**src/rtl/cpu_loader_ctrl.sv**
```systemverilog
// Host-link loader/sequencer for the CPU core: decodes command bytes, loads
// little-endian words into instruction memory and gates core reset/enable.
module cpu_loader_ctrl #(
    parameter int unsigned NB_DATA         = 32,
    parameter int unsigned IMEM_ADDR_WIDTH = 5
) (
    input  logic                       clk,
    input  logic                       i_rst_n,
    input  logic [7:0]                 i_rx_data,
    input  logic                       i_rx_valid,
    input  logic                       i_cpu_halt,
    output logic [NB_DATA-1:0]         o_imem_data,
    output logic [IMEM_ADDR_WIDTH-1:0] o_imem_waddr,
    output logic                       o_imem_wen,
    output logic [1:0]                 o_mem_wsize,
    output logic                       o_cpu_en,
    output logic                       o_cpu_rst,
    output logic                       o_load_done,
    output logic                       o_err,
    output logic [2:0]                 o_state
);

    localparam int unsigned CW    = IMEM_ADDR_WIDTH + 1;
    localparam int unsigned Depth = 1 << IMEM_ADDR_WIDTH;

    localparam logic [7:0] CmdLoad = 8'h4C;
    localparam logic [7:0] CmdRun  = 8'h52;
    localparam logic [7:0] CmdStep = 8'h53;
    localparam logic [7:0] CmdHalt = 8'h48;

    typedef enum logic [2:0] {
        StIdle   = 3'd0,
        StLdCnt  = 3'd1,
        StLdData = 3'd2,
        StRun    = 3'd3,
        StStep   = 3'd4
    } state_e;

    state_e                       state_q, state_d;
    logic [CW-1:0]                word_cnt_q, word_cnt_d;
    logic [CW-1:0]                addr_q, addr_d;
    logic [1:0]                   byte_cnt_q, byte_cnt_d;
    logic [NB_DATA-1:0]           shift_q, shift_d;
    logic [NB_DATA-1:0]           data_q, data_d;
    logic [IMEM_ADDR_WIDTH-1:0]   waddr_q, waddr_d;
    logic                         wen_q, wen_d;
    logic                         cpu_en_q, cpu_en_d;
    logic                         cpu_rst_q, cpu_rst_d;
    logic                         load_done_q, load_done_d;
    logic                         err_q, err_d;
    logic                         finish_q, finish_d;
    logic                         ready;

    // finish_q delays release of core reset by one cycle past the last write
    // strobe; the program counts as resident for R/S from that cycle on.
    assign ready = load_done_q | finish_q;

    always_comb begin
        state_d     = state_q;
        word_cnt_d  = word_cnt_q;
        addr_d      = addr_q;
        byte_cnt_d  = byte_cnt_q;
        shift_d     = shift_q;
        data_d      = data_q;
        waddr_d     = waddr_q;
        wen_d       = 1'b0;
        cpu_en_d    = 1'b0;
        cpu_rst_d   = cpu_rst_q;
        load_done_d = load_done_q;
        err_d       = 1'b0;
        finish_d    = 1'b0;

        if (finish_q) begin
            cpu_rst_d   = 1'b0;
            load_done_d = 1'b1;
        end

        unique case (state_q)
            StIdle: begin
                if (i_rx_valid) begin
                    case (i_rx_data)
                        CmdLoad: begin
                            state_d     = StLdCnt;
                            load_done_d = 1'b0;
                            cpu_rst_d   = 1'b1;
                        end
                        CmdRun: begin
                            if (ready) begin
                                state_d  = StRun;
                                cpu_en_d = 1'b1;
                            end else begin
                                err_d = 1'b1;
                            end
                        end
                        CmdStep: begin
                            if (ready) begin
                                state_d  = StStep;
                                cpu_en_d = 1'b1;
                            end else begin
                                err_d = 1'b1;
                            end
                        end
                        default: err_d = 1'b1;
                    endcase
                end
            end
            StLdCnt: begin
                if (i_rx_valid) begin
                    if (i_rx_data == 8'd0 || 32'(i_rx_data) > Depth) begin
                        err_d   = 1'b1;
                        state_d = StIdle;
                    end else begin
                        word_cnt_d = CW'(i_rx_data);
                        addr_d     = '0;
                        byte_cnt_d = '0;
                        state_d    = StLdData;
                    end
                end
            end
            StLdData: begin
                if (i_rx_valid) begin
                    shift_d    = {i_rx_data, shift_q[NB_DATA-1:8]};
                    byte_cnt_d = byte_cnt_q + 2'd1;
                    if (byte_cnt_q == 2'd3) begin
                        data_d  = shift_d;
                        waddr_d = addr_q[IMEM_ADDR_WIDTH-1:0];
                        wen_d   = 1'b1;
                        addr_d  = addr_q + CW'(1);
                        if (addr_d == word_cnt_q) begin
                            state_d  = StIdle;
                            finish_d = 1'b1;
                        end
                    end
                end
            end
            StRun: begin
                if (i_cpu_halt || (i_rx_valid && i_rx_data == CmdHalt)) begin
                    state_d = StIdle;
                end else begin
                    cpu_en_d = 1'b1;
                end
            end
            StStep: state_d = StIdle;
            default: state_d = StIdle;
        endcase
    end

    always_ff @(posedge clk or negedge i_rst_n) begin
        if (!i_rst_n) begin
            state_q     <= StIdle;
            word_cnt_q  <= '0;
            addr_q      <= '0;
            byte_cnt_q  <= '0;
            shift_q     <= '0;
            data_q      <= '0;
            waddr_q     <= '0;
            wen_q       <= 1'b0;
            cpu_en_q    <= 1'b0;
            cpu_rst_q   <= 1'b1;
            load_done_q <= 1'b0;
            err_q       <= 1'b0;
            finish_q    <= 1'b0;
        end else begin
            state_q     <= state_d;
            word_cnt_q  <= word_cnt_d;
            addr_q      <= addr_d;
            byte_cnt_q  <= byte_cnt_d;
            shift_q     <= shift_d;
            data_q      <= data_d;
            waddr_q     <= waddr_d;
            wen_q       <= wen_d;
            cpu_en_q    <= cpu_en_d;
            cpu_rst_q   <= cpu_rst_d;
            load_done_q <= load_done_d;
            err_q       <= err_d;
            finish_q    <= finish_d;
        end
    end

    assign o_imem_data  = data_q;
    assign o_imem_waddr = waddr_q;
    assign o_imem_wen   = wen_q;
    assign o_mem_wsize  = 2'b10;
    assign o_cpu_en     = cpu_en_q;
    assign o_cpu_rst    = cpu_rst_q;
    assign o_load_done  = load_done_q;
    assign o_err        = err_q;
    assign o_state      = state_q;

endmodule

```
**config.mk**
```make
export PLATFORM = sky130hd
export DESIGN_NAME = cpu_loader_ctrl
export DESIGN_NICKNAME = d
export VERILOG_FILES = /design/src/rtl/cpu_loader_ctrl.sv
export SDC_FILE = /design/constraint.sdc
export NUM_CORES = 1
export LEC_CHECK = 0
export CORE_MARGIN = 1
export CORE_UTILIZATION = 53
export DETAILED_ROUTE_END_ITERATION = 10
export HOLD_SLACK_MARGIN = 0.02
export PLACE_DENSITY = 0.82
export SLEW_MARGIN = 20
export SYNTH_ARGS = -nofsm -noshare
export SYNTH_HDL_FRONTEND = slang
export SYNTH_SLANG_ARGS = --single-unit
export TNS_END_PERCENT = 20
```
**constraint.sdc**
```tcl
create_clock -name clk -period 2.25 [get_ports clk]
set_input_delay 0.45 -clock clk [delete_from_list [all_inputs] [get_ports clk]]
set_output_delay 0.45 -clock clk [all_outputs]
set_load 0.01 [all_outputs]
```
==> flow_summary.json, run 1 <==
{
  "status": "completed",
  "worst_slack_ns": 0.245,
  "initialDrtViolationCount": 146,
  "fp.dieW_um": 84.6,
  "path_class": "in -> reg",
  "fmax_ghz": 0.499,
  "core_um2": 6460,
  "hold_viol": 0,
  "postCtsHoldBufs": 0,
  "cts_buffers": 9,
  "synth_edf_count": 0,
  "clk_latency_ns": 0.35,
  "power.leakage_nw": 2.31,
  "synthTopCellsByArea": "dfrtp_1 (57%), nand2_1 (16%), mux2_2 (2.8%)",
  "dr.pass1.iters": 6,
  "postSynthCellCount": 368,
  "startpoint": "i_rx_data[1]",
  "cp_data_arrival_time_ns": 2.25,
  "endpoint_kind": "flop",
  "synth-simple-area-share_pct": 23.4,
  "drive_gt1_share_pct": 13.1,
  "cts.path.max_buffers": 2,
  "cts.sinks": 84,
  "drtAntennaViolNets": 0,
  "p_per_area_nw_per_um2": 869,
  "grt_pass1_vias": 2628,
  "root_buffer": "clkbuf_8",
  "wl_per_cell_um": 14.1,
  "required_ns": 2.49,
  "setup_viol": 0,
  "ys.flop_type": "dfrtp_1",
  "syn-num-nets": 382,
  "ir_worst_vdd_uv": 475,
  "layout.nets": 451,
  "max-slew-margin-rel_pct": 56.2,
  "worst_setup_path_start_kind": "primary input",
  "grtUsageTotal_pct": 22.5,
  "grt_overflow": 0,
  "max_stage_delay_ns": 0.50,
  "port_buffers": 56,
  "n_antenna_cell": 0,
  "synth-async-reset-ratio_pct": 100,
  "synth_compound_area_share_pct": 6.33,
  "cap_viol_max_count": 0,
  "hp-class": "in -> async",
  "grt_pass1_wl_um": 12400,
  "grt_max_degree": 53,
  "area_delta_synth_final_pct": 25.1,
  "cts_max_level": 3,
  "ctsResizeCount": 0,
  "tritoncts": "yes",
  "r2r-start": "addr_q[0]",
  "rows": 29,
  "post-synth-top-area-fraction_pct": 57.4,
  "hold_slack_ns": 0.127,
  "mostFrequentLayoutCell": "nand2_1",
  "synth_area_per_cell_um2": 9.84,
  "io_pins": 59,
  "viasPerCell": 5.25,
  "synthAdderAreaFrac_pct": 0.691,
  "rsz0062_at_grt": "no",
  "routed_wl_um": 7310,
  "min_period_over_period_pct": 89.1,
  "place_congestion": 0.797,
  "period_minus_slack_ns": 2.00,
  "crit_buf_inv": 1,
  "synth_top_cell_by_area": "dfrtp_1",
  "fp.dieH_um": 84.6,
  "synth_area_um2": 3620,
  "slowest_stage": "clkdlybuf4s50_1",
  "antenna_found_initial": 0,
  "tightestPinTransition_ns": 0.658,
  "layout_common_cells": "nand2_1 (159), dfrtp_1 (83), clkdlybuf4s50_1 (55)",
  "pre_cts_ws_ns": -0.0929,
  "slew_violations": 0,
  "path_cells": "clkdlybuf4s50_1, nor3_1, nand3_1, a211o_1, mux2_4",
  "start_util_pct": 56.0,
  "vias": 2724,
  "drc": 0,
  "finClkSkew_ns": 0.00959,
  "path_clk_slew_ns": 0.08,
  "synth_top_family_by_area": "simple AND/OR/NAND/NOR gates",
  "muxShareOfSynthArea_pct": 5.57,
  "worstPathMaxFanout": 9,
  "yosysUniqueCellTypes": 48,
  "ys_ff_latch": 84,
  "ys_warn_count": 0,
  "hpwl_um": 4980,
  "path_delay_family": "buffers and inverters",
  "cts_setup_buffers": 0,
  "die-area_um2": 7160,
  "synth_xor_area_share_pct": 1.94,
  "ys_seq_area_share_pct": 58.1,
  "n_fill_cell": 500
}
kinds of logic after synthesis:
kind of cell	Yosys count
AND/OR/NAND/NOR	198
flip-flops	84
AO/OA/AOI/OAI	34
buffers and inverters	24
multiplexers	16
XOR/XNOR	8
adder cells (fa/ha/maj)	2
other	2
state kept, by name, summed over array words and instances, names as in the netlist:
register	flops
byte_cnt_q	2
o_cpu_en	1
o_load_done	1
o_err	1
o_imem_data	32
o_imem_waddr	5
addr_q	6
shift_q	24
finish_q	1
o_cpu_rst	1
word_cnt_q	6
o_state	3
o_imem_wen	1
power breakdown:
part	total (mW)	switching, mW	internal [mW]	leakage (nW)
combinational	0.784	0.377	0.407	1.07
sequential	2.04	0.260	1.78	1.14
clock	1.11	0.562	0.551	0.0991
final cells by class:
type | instances | area (µm²) | share of cell area, %
clock buffers | 10 | 138 | 3.04
clock inverters | 6 | 71.3 | 1.58
repair buffers | 75 | 713 | 15.8
flip-flops and latches | 84 | 2100 | 46.4
well taps | 77 | 96.3 | 2.13
multi-input cells | 260 | 1380 | 30.5
inverters | 7 | 26.3 | 0.580
routing by layer:
metal / global-route usage (%) / share of wire [%] / up-vias
met5: 0 / 0 / -
met4: 8.47 / 1.5 / 0
met3: 5.60 / 4.5 / 12
met2: 35.5 / 48 / 71
met1: 30.5 / 46 / 1311
li1: - / - / 1330
worst register-to-register path: cells and delay by family, from the launching register on:
| kind | cells | cell delay (ns) |
|---|---|---|
| adders and majority gates | 1 | 0.29 |
| AOI/OAI and AO/OA | 3 | 0.76 |
| DFF | 1 | 0.46 |
| and+or+nand+nor | 1 | 0.15 |
| muxes | 1 | 0.20 |
synth_stat cells, types with 6 or more instances:
library cell and instances:
o21ai_0 9, nor2_1 9, a21oi_1 6, xnor2_1 6, inv_1 6, mux2_4 6, clkbuf_1 8, nand3_1 8
dfrtp_1 83, mux2_2 9, nand2_1 159
worst paths after layout:
| check | to | slack (ns) | cells past startpoint |
|---|---|---|---|
| worst max-delay path | word_cnt_q[1] | 0.25 | 5 |
| worst min-delay path | finish_q | 0.13 | 1 |
| worst max register to register | o_state[1] | 0.27 | 6 |
| worst min register to register | o_imem_data[4] | 0.48 | 2 |
| max in group asynchronous | o_imem_data[2] | 1.56 | 2 |
| min in group clk | o_imem_data[4] | 0.48 | 2 |
per-stage QoR:
stage | total power, mW | setup TNS, ns | cell area, µm² | util, % | instances
global placement | 2.79 | -0.151 | 4320 | 66.9 | 503
detailed placement | 2.84 | -0.473 | 4320 | 66.9 | 503
floorplan | 2.56 | 0 | 3620 | - | 368
global route | 4.15 | 0 | 4530 | 70.1 | 519
CTS | 3.96 | 0 | 4530 | 70.1 | 519
finish | 3.94 | 0 | 4530 | 70.1 | 519
(Power assumes the default switching activity.)
==> run 2, diff against run 1 <==
--- a/constraint.sdc
+++ b/constraint.sdc
@@ -3,2 +3,2 @@
 set_output_delay 0.45 -clock clk [all_outputs]
-set_load 0.01 [all_outputs]
+set_load 0.1 [all_outputs]
==> flow_summary.json, run 2 (synthesized netlist as in run 1, its figures left out) <==
{
  "vias": 2752,
  "antenna_found_initial": 0,
  "tns_ns": 0,
  "status": "completed",
  "core_um2": 6460,
  "fmax_ghz": 0.499,
  "grtUsageTotal_pct": 22.8,
  "met2_length_um": 3720,
  "hold_viol": 0,
  "rsz0062_at_grt": "no",
  "mostFrequentLayoutCell": "nand2_1",
  "endpoint_kind": "flop",
  "io_pins": 59,
  "layout_common_cells": "nand2_1 (159), dfrtp_1 (82), buf_4 (63)",
  "dr.pass1.iters": 9,
  "initialDrtViolationCount": 188,
  "layout.nets": 451,
  "fp.dieW_um": 84.6,
  "period_minus_slack_ns": 2.00,
  "p_per_area_nw_per_um2": 951,
  "drt-met1-wl_um": 3280,
  "grt_pass1_wl_um": 12600,
  "cts.path.max_buffers": 2,
  "cp_data_arrival_time_ns": 2.24,
  "grt_pass1_vias": 2685,
  "finClkSkew_ns": 0.00636,
  "drive_gt1_share_pct": 23.1,
  "rows": 29,
  "cts_buffers": 9,
  "power.leakage_nw": 2.41,
  "required_ns": 2.49,
  "path_clk_slew_ns": 0.08,
  "setup_viol": 0,
  "routed_wl_um": 7420,
  "worstPathMaxFanout": 9,
  "hp-class": "reg -> reg",
  "hold_depth": 1,
  "startpoint": "i_rx_data[4]",
  "cap_viol_max_count": 0,
  "r2r-start": "addr_q[0]",
  "n_antenna_cell": 0,
  "rr_worst_depth": 6,
  "ir_worst_vdd_uv": 696,
  "cts_max_level": 3,
  "wl_per_cell_um": 14.3,
  "drc": 0,
  "viasPerCell": 5.30,
  "grt_max_degree": 45,
  "fp.dieH_um": 84.6,
  "top_layer_used": "met4",
  "tritoncts": "yes",
  "timing.rr.end": "o_state[1]",
  "ctsResizeCount": 0,
  "cts_setup_buffers": 0,
  "die-area_um2": 7160,
  "root_buffer": "clkbuf_8",
  "wl_met3_um": 382,
  "port_buffers": 56,
  "fin_area_um2": 4430,
  "placed_cell_area_um2": 4200,
  "critPathCapture": "word_cnt_q[1]",
  "worst_setup_path_start_kind": "primary input",
  "area_delta_synth_final_pct": 22.4,
  "drtAntennaViolNets": 0,
  "path_class": "in -> reg",
  "grt_overflow": 0,
  "place_congestion": 0.843,
  "cts.sinks": 84,
  "hpwl_um": 5230,
  "start_util_pct": 56.0,
  "min_period_over_period_pct": 89.1,
  "clk_latency_ns": 0.35,
  "slew_violations": 0,
  "rrSetupSlack_ns": 0.26,
  "largest_reg_flops": 32
}
run 2: final cells by class:
| cell class | count | area [µm²] |
|---|---|---|
| clock inverters | 6 | 93.8 |
| well taps | 77 | 96.3 |
| clock buffers | 10 | 128 |
| fillers | 518 | 2030 |
| multi-input cells | 260 | 1380 |
| repair buffers | 75 | 603 |
| flip-flops and latches | 84 | 2100 |
| inverters | 7 | 26.3 |
run 2: metal layers:
layer / vias up / track usage, %
met5: - / 0
met4: 0 / 10.3
met3: 4 / 3.74
met2: 84 / 37.3
met1: 1331 / 30.1
li1: 1333 / -
run 2: what timing repair did:
action                                 in CTS  in global routing
setup endpoints to repair                   0                  0
endpoints found under the hold margin      10                  0
hold buffers                                1                  0
run 2: worst max-delay path, cell delays in order:
cell,delay [ns]
clkdlybuf4s50_1,0.53
nor3_1,0.28
nand3_1,0.15
a211o_1,0.47
mux2_4,0.35
run 2: worst min-delay path by stage:
stage                endpoint     start  slack (ns)
finish              o_cpu_rst  finish_q        0.44
global route        o_cpu_rst  finish_q        0.46
CTS                 o_cpu_rst  finish_q        0.44
detailed placement   o_cpu_en   i_rst_n        0.30
global placement     o_cpu_en   i_rst_n        0.30
floorplan           addr_q[0]   i_rst_n        0.15
run 2: through the flow:
stage | util [%] | power (mW) | hold WS, ns | cells | setup slack, ns
floorplan | - | 2.76 | 0.154 | 368 | 0.0706
global placement | 65.0 | 3.00 | 0.300 | 502 | -0.0328
detailed placement | 65.0 | 3.05 | 0.301 | 502 | -0.0783
CTS | 68.6 | 4.24 | 0.444 | 519 | 0.285
global route | 68.6 | 4.46 | 0.464 | 519 | 0.137
finish | 68.6 | 4.21 | 0.443 | 519 | 0.246
run 2: report_power, final:
group	total (mW)	leakage (nW)	switching, mW	internal [mW]
clock network	1.18	0.108	0.546	0.637
registers	2.05	1.14	0.269	1.78
logic	0.981	1.16	0.583	0.398
total	4.21	2.41	1.40	2.82
==> run 3, diff against run 2 <==
Settings changed: CORE_UTILIZATION 53 to 30, PLACE_DENSITY 0.82 to 0.53.
==> flow_summary.json, run 3 (synthesized netlist as in run 1, its figures left out) <==
{
  "status": "finished with violations",
  "violations": "design-rule violations",
  "layout.nets": 451,
  "vias": 2704,
  "n_antenna_cell": 0,
  "tritoncts": "yes",
  "p_per_area_nw_per_um2": 980,
  "grt_overflow": 0,
  "ctsResizeCount": 0,
  "endpoint_kind": "flop",
  "hp-class": "in -> async",
  "period_minus_slack_ns": 2.02,
  "die-area_um2": 12500,
  "port_buffers": 56,
  "cts.sinks": 84,
  "root_buffer": "clkbuf_16",
  "met2_length_um": 3620,
  "grt_pass1_wl_um": 13600,
  "path_clk_slew_ns": 0.07,
  "antenna_found_initial": 0,
  "path_cells": "clkdlybuf4s50_1, nor3_1, nand3_1, a211o_1, mux2_4",
  "largest_reg_flops": 32,
  "routed_wl_um": 7980,
  "viasPerCell": 4.62,
  "power.leakage_nw": 2.45,
  "hpwl_um": 5490,
  "clk_latency_ns": 0.34,
  "fmax_ghz": 0.496,
  "pre_cts_ws_ns": -0.0946,
  "fp.dieW_um": 112,
  "dp.cells": 569,
  "setup_viol": 0,
  "cts_buffers": 9,
  "path_class": "in -> reg",
  "drc": 3,
  "drive_gt1_share_pct": 23.5,
  "slowest_stage": "clkdlybuf4s50_1",
  "grtUsageTotal_pct": 13.7,
  "worst_setup_path_start_kind": "primary input",
  "wl_met3_um": 261,
  "place_congestion": 0.837,
  "dr.pass1.iters": 7,
  "finClkSkew_ns": 0.00777,
  "top_layer_used": "met4",
  "postCtsHoldBufs": 0,
  "cts.path.max_buffers": 2,
  "cts_max_level": 3,
  "wl_per_cell_um": 13.6,
  "placed_cell_area_um2": 4300,
  "worst_slack_ns": 0.235,
  "min_period_over_period_pct": 89.6,
  "drt-met1-wl_um": 3950,
  "cts_setup_buffers": 0,
  "start_util_pct": 31.3,
  "initialDrtViolationCount": 174,
  "grt_max_degree": 53,
  "worstPathMaxFanout": 9,
  "io_pins": 59,
  "slew_violations": 0,
  "required_ns": 2.46,
  "final_cells": 585,
  "cap_viol_max_count": 0,
  "mostFrequentLayoutCell": "nand2_1",
  "grt_pass1_vias": 2662,
  "fp.dieH_um": 112,
  "n_fill_cell": 1121,
  "rsz0062_at_grt": "no",
  "hold_viol": 0,
  "layout_common_cells": "nand2_1 (159), dfrtp_1 (82), buf_4 (63)",
  "core_um2": 11600,
  "drtAntennaViolNets": 0,
  "area_delta_synth_final_pct": 27.2,
  "cp_data_arrival_time_ns": 2.23,
  "fin_area_um2": 4600,
  "rows": 39,
  "max_stage_delay_ns": 0.49,
  "ir_worst_vdd_uv": 567
}
==> run 3: cell type report <==
type	instances	area [µm²]	share of cell area, %
Clock inverter	7	75.1	1.63
Clock buffer	9	225	4.89
Inverter	7	26.3	0.571
Sequential cell	84	2100	45.7
Timing Repair Buffer	75	613	13.3
Multi-Input combinational cell	260	1380	30.0
Tap cell	143	179	3.89
==> run 3: routing by layer <==
metal	vias to the layer above	track usage, %
li1	1338	-
met1	1295	19.4
met2	56	20.4
met3	15	2.18
met4	0	6.67
met5	-	0
==> run 3: through the flow <==
| stage | power, mW | setup TNS (ns) | hold slack [ns] | utilization [%] |
|---|---|---|---|---|
| finish | 4.51 | 0 | 0.0581 | 39.8 |
| global route | 4.78 | 0 | 0.0925 | 39.8 |
| CTS | 4.56 | 0 | 0.0713 | 39.8 |
| detailed placement | 3.06 | -0.485 | 0.434 | 37.2 |
| global placement | 3.03 | -0.341 | 0.432 | 37.2 |
| floorplan | 2.76 | 0 | 0.154 | - |
==> run 3: power by group <==
group,internal (mW),leakage [nW],total (mW),switching [mW]
logic,0.402,1.17,0.991,0.589
clock network,0.865,0.143,1.48,0.616
registers,1.78,1.14,2.04,0.255
==> run 3: worst paths after layout <==
kind | end | slack [ns] | cells past startpoint | from
setup / recovery | word_cnt_q[4] | 0.23 | 5 | i_rx_data[1]
hold / removal | o_imem_data[5] | 0.06 | 1 | i_rst_n
setup reg to reg | o_imem_data[3] | 0.29 | 7 | o_state[0]
hold reg to reg | o_imem_data[5] | 0.47 | 2 | shift_q[13]
max in group asynchronous | o_cpu_rst | 1.52 | 2 | i_rst_n
min in group clk | o_imem_data[5] | 0.47 | 2 | shift_q[13]
==> run 3: worst max-delay path, delay by kind of cell <==
kind / cells / cell delay, ns
buffers and inverters: 1 / 0.49
AO/OA/AOI/OAI: 1 / 0.47
AND/OR/NAND/NOR: 2 / 0.46
multiplexers: 1 / 0.35
